File: config.mk
export PLATFORM = sky130hd
export DESIGN_NAME = bram_port_arbiter
export DESIGN_NICKNAME = d
export VERILOG_FILES = /design/src/rtl/bram_arb_pkg.sv /design/src/rtl/rr_arbiter2.sv /design/src/rtl/bram_port_arbiter.sv
export SDC_FILE = /design/constraint.sdc
export NUM_CORES = 1
export LEC_CHECK = 0
export BUFFER_PORTS_ARGS = -buffer_cell sky130_fd_sc_hd__buf_2
export CAP_MARGIN = 20
export CORE_MARGIN = 8
export CORE_UTILIZATION = 28
export DETAILED_ROUTE_END_ITERATION = 10
export HOLD_SLACK_MARGIN = 0.08
export PLACE_DENSITY = 0.95
export SYNTH_ARGS = -nofsm -noshare
export SYNTH_HDL_FRONTEND = slang
export SYNTH_SLANG_ARGS = --single-unit
File: constraint.sdc
create_clock -name clk -period 2.5 [get_ports clk]
set_input_delay 0.125 -clock clk [delete_from_list [all_inputs] [get_ports clk]]
set_output_delay 0.125 -clock clk [all_outputs]
set_load 0.02 [all_outputs]
File: src/rtl/bram_arb_pkg.sv
// Shared types and default widths for the two-port BRAM arbiter.
package bram_arb_pkg;

   localparam int ADDR_W_DEF = 11;
   localparam int DATA_W_DEF = 16;

   // Requester index: 0 or 1.
   typedef logic req_id_t;

   // One stage of the read-return pipeline: is a read in flight, and whose is it.
   typedef struct packed {
      logic    valid;
      req_id_t id;
   } rd_pipe_t;

endpackage

File: src/rtl/rr_arbiter2.sv
// Two-input round-robin arbiter. A lone requester always wins; with both
// requesting, the one that did not win the last grant goes next.
// The last-winner register is exposed so it can be observed or chained
// into wider arbiters later.
module rr_arbiter2
   import bram_arb_pkg::*;
(
   input  logic       clk,
   input  logic       rstn,
   input  logic [1:0] req,
   output logic [1:0] gnt,
   output req_id_t    gnt_id,
   output logic       gnt_any,
   output req_id_t    rr_last
);

   // Pick the winner from the current requests and the last winner.
   always_comb begin
      gnt_id  = 1'b0;
      gnt_any = |req;
      case (req)
         2'b01:   gnt_id = 1'b0;
         2'b10:   gnt_id = 1'b1;
         2'b11:   gnt_id = ~rr_last;
         default: gnt_id = 1'b0;
      endcase
      gnt = gnt_any ? (gnt_id ? 2'b10 : 2'b01) : 2'b00;
   end

   // Remember who won; reset to 1 so requester 0 wins the first contention.
   always_ff @(posedge clk) begin
      if (!rstn)
         rr_last <= 1'b1;
      else if (gnt_any)
         rr_last <= gnt_id;
   end

endmodule

File: src/rtl/bram_port_arbiter.sv
// Shares one single-port BRAM between two requesters.
//
// Request handshake: a transfer happens at the rising edge where
// req_valid[i] & req_ready[i]. req_ready is a combinational function of
// req_valid, so a requester must not derive req_valid from req_ready, and
// must hold its req_* fields stable while valid and not yet ready.
// Reads return on rsp_valid[id] (one-cycle pulse) with rsp_rdata; writes
// produce no response.
//
// Optional build macro BRAM_ARB_RSP_REG_EN: registers rsp_valid/rsp_rdata,
// adding one cycle of read latency (READ_LAT+1 instead of READ_LAT).
module bram_port_arbiter
   import bram_arb_pkg::*;
#(
   parameter int ADDR_W   = ADDR_W_DEF,
   parameter int DATA_W   = DATA_W_DEF,
   parameter int READ_LAT = 1
)(
   input  logic                clk,
   input  logic                rstn,
   input  logic [1:0]          req_valid,
   output logic [1:0]          req_ready,
   input  logic [1:0]          req_we,
   input  logic [2*ADDR_W-1:0] req_addr,
   input  logic [2*DATA_W-1:0] req_wdata,
   output logic [1:0]          rsp_valid,
   output logic [DATA_W-1:0]   rsp_rdata,
   output logic [ADDR_W-1:0]   bram_addra,
   output logic [DATA_W-1:0]   bram_dina,
   output logic                bram_wea,
   output logic                bram_ena,
   input  logic [DATA_W-1:0]   bram_douta
);

   logic [1:0] gnt;
   req_id_t    gnt_id;
   logic       gnt_any;
   req_id_t    rr_last;
   logic       xfer;
   req_id_t    sel;
   logic       rd_xfer;
   rd_pipe_t   rd_pipe [READ_LAT];
   rd_pipe_t   rd_out;
   logic [1:0] rsp_valid_c;

   rr_arbiter2 u_arb (
      .clk     (clk),
      .rstn    (rstn),
      .req     (req_valid),
      .gnt     (gnt),
      .gnt_id  (gnt_id),
      .gnt_any (gnt_any),
      .rr_last (rr_last)
   );

   // Grant and BRAM drive; nothing is granted while reset is held.
   always_comb begin
      xfer       = rstn & gnt_any;
      req_ready  = xfer ? gnt : 2'b00;
      sel        = xfer ? gnt_id : 1'b0;
      bram_ena   = xfer;
      bram_wea   = xfer & req_we[sel];
      bram_addra = req_addr[sel*ADDR_W +: ADDR_W];
      bram_dina  = req_wdata[sel*DATA_W +: DATA_W];
      rd_xfer    = xfer & ~req_we[sel];
   end

   // Track in-flight reads so data goes back to the requester that issued it.
   always_ff @(posedge clk) begin
      if (!rstn) begin
         for (int k = 0; k < READ_LAT; k++)
            rd_pipe[k] <= '0;
      end else begin
         rd_pipe[0] <= '{valid: rd_xfer, id: sel};
         for (int k = 1; k < READ_LAT; k++)
            rd_pipe[k] <= rd_pipe[k-1];
      end
   end

   // Decode the pipeline tail into a per-requester pulse; silenced in reset.
   always_comb begin
      rd_out      = rd_pipe[READ_LAT-1];
      rsp_valid_c = 2'b00;
      if (rstn && rd_out.valid)
         rsp_valid_c = rd_out.id ? 2'b10 : 2'b01;
   end

`ifdef BRAM_ARB_RSP_REG_EN
   logic [1:0]        rsp_valid_q;
   logic [DATA_W-1:0] rsp_rdata_q;

   // Register the response; data only updates when a read returns.
   always_ff @(posedge clk) begin
      if (!rstn) begin
         rsp_valid_q <= 2'b00;
         rsp_rdata_q <= '0;
      end else begin
         rsp_valid_q <= rsp_valid_c;
         if (|rsp_valid_c)
            rsp_rdata_q <= bram_douta;
      end
   end

   // Registered outputs, with the pulse masked while reset is held.
   always_comb begin
      rsp_valid = rstn ? rsp_valid_q : 2'b00;
      rsp_rdata = rsp_rdata_q;
   end
`else
   // Response goes straight from the BRAM output.
   always_comb begin
      rsp_valid = rsp_valid_c;
      rsp_rdata = bram_douta;
   end
`endif

endmodule
==> run metrics <==
fin crit period 2.034 ns; number of I/O pins 125; final worst-path cycle share 0.8136; final core occ 0.4615; Bufs on Longest Clock Path 2; Worst EP required 2.38 ns; Hold Fails Final Rpt 0; CP Class flop to output pin; post-synthesis register bit count 3; MaxCap Viol Count 0; mux share of post-synthesis cell area 0.5076; Pwr Density 340.9 nW/µm²; setup ws final 0.4660 ns; GR Util All Layers 0.1239; DR vias 812; port bufs 92; clk_lat worst skew 0.24 ns; share of cells above drive strength 1 0.8552; die height 64.48 µm; NumNets Final 222; pre-CTS setup slack 0.7043 ns; crit end category output pin; # clock sinks 3; initial antenna violation count 0; die width 64.48 µm; die area 4158 µm²; DR top layer met4; clock skew 0.001841 ns; largest net degree at the start of global routing 30; Mapped Area 658.1 µm²; GPL Wtd Cong 0.8234; M1 WL 842 µm; Final ANT Viol Nets 0; overall power 348.1 µW; top-count cell post-synth mux2_2; DRT iter0 DRCs 20; CTS tree done; starting density of the core 0.2975; area leader, netlist mux2_2; Layout area overhead 55.13%; number of synthesized flops with an enable pin 0; post-cts resize count 0; compound-gate portion of the synthesized area 0.03422; DR DRC count 0; DR WL met3 376 µm; Synth Area in Adders 0; hold_buf cts 0; Post-synth top cells mux2_2 (19), buf_4 (17), mux2_4 (8), nand2_1 (4); largest family of logic cells by synthesized area multiplexers; RSZ-0062 raised after global routing no; Max Clk Rate 491.6 MHz; Core Rows 17; Main synth FF type dfxtp_1; Max FO, Critical Path 29; total congestion overflow 0; # fillers 229; CP Launch Type flop; drt wl/cell 16.30 µm; Synth Area in XOR/XNOR 0; Mapped Cells 69; Clock transition at path regs 0.04 ns; Netlist cell types 18; Synth async-reset ratio 0; relative slew slack 0.5195; actual slew at the worst max-slew pin 0.7199 ns; Synth Area per Inst 9.538 µm²; clock root buffer clkbuf_4; final setup vio count 0; top-area cell type share of the netlist area 0.3251; number of global-route vias before repair 917; drt first pass iters 6; via/cell ratio 4.694; area of the core 2212 µm²; CTS Buf Count 3; simple-gate share of the synthesized area 0.1141; final setup TNS 0 ns; Post-Syn Nets 145; WP data arrival 1.91 ns; Antenna Cells 0; pins over their slew limit 0; Area contributors post-synth mux2_2 (33%), buf_4 (19%), mux2_4 (18%); postcts setup bufs 0; final WL 2.820 mm; H-tree depth 1; metal2 WL 1.554 mm; first-pass GRT wire length 4.202 mm; synth warn 0; register area share after synthesis 0.09125; Leakage 0.6211 nW; Max VDD drop 191.3 µV; min-delay worst type primary input to flop; HPWL after detailed placement 2.529 mm; status finished clean
final cells by class:
type                            instances  area (µm²)  share of cell area
Multi-Input combinational cell         44       431.7              0.4228
Clock buffer                            4       26.28             0.02574
Timing Repair Buffer                   92       460.4              0.4510
Sequential cell                         3       60.06             0.05882
Inverter                                2       7.507            0.007353
Tap cell                               28       35.03             0.03431
where the power goes:
part           leakage [nW]  internal [mW]  total, mW  switching [mW]
Sequential           0.0249         0.0512     0.0531         0.00186
Combinational         0.581         0.0996      0.203           0.103
Clock                0.0150         0.0603     0.0924          0.0321
Total                 0.621          0.211      0.348           0.137
sequential cells by signal, summed over array words and instances (netlist names):
| register | cells |
|---|---|
| rd_pipe | 2 |
| u_arb.rr_last | 1 |
critical path: stages, from the launching register on:
cell,delay [ns]
dfxtp_1,0.32
nand2_2,0.09
nand3_2,0.56
mux2_2,0.51
buf_2,0.16
stage by stage:
step | hold WS, ns | cells | cell area (µm²)
6_report | 0.1396 | 173 | 1021
5_1_grt | 0.1581 | 173 | 1021
4_1_cts | 0.1344 | 173 | 1021
3_5_place_dp | 0.2501 | 169 | 994.7
3_3_place_gp | 0.2501 | 169 | 994.7
2_1_floorplan | 0.2569 | 69 | 658.1
layout by cell type (no fill, tap or decap), types with 2 or more instances in the layout:
cell type	count
buf_2	92
mux2_2	19
mux2_4	8
nand2_1	4
o21ai_0	3
clkbuf_4	3
dfxtp_1	3
nand2b_1	2
and3_1	2
inv_1	2
kinds of logic after synthesis:
logic type / count (synthesis)
flip-flops: 3
buffers and inverters: 22
AND/OR/NAND/NOR: 13
AO/OA/AOI/OAI: 4
multiplexers: 27
worst paths after layout:
path,start,end,slack [ns],depth (start not counted)
worst max register to register,u_arb.rr_last$_SDFFE_PN1N_,rd_pipe[0][0]$_SDFF_PN0_,1.27,3
worst max-delay path,u_arb.rr_last$_SDFFE_PN1N_,bram_addra[10],0.47,4
worst min-delay path,rstn,u_arb.rr_last$_SDFFE_PN1N_,0.14,2
worst min register to register,u_arb.rr_last$_SDFFE_PN1N_,u_arb.rr_last$_SDFFE_PN1N_,0.54,2
per-layer routing:
layer / track usage / vias to the layer above
li1: - / 375
met1: 0.09172 / 378
met2: 0.2472 / 49
met3: 0.07732 / 10
met4: 0.04360 / 0
met5: 0 / -
Power figures use the tool's default switching activity.
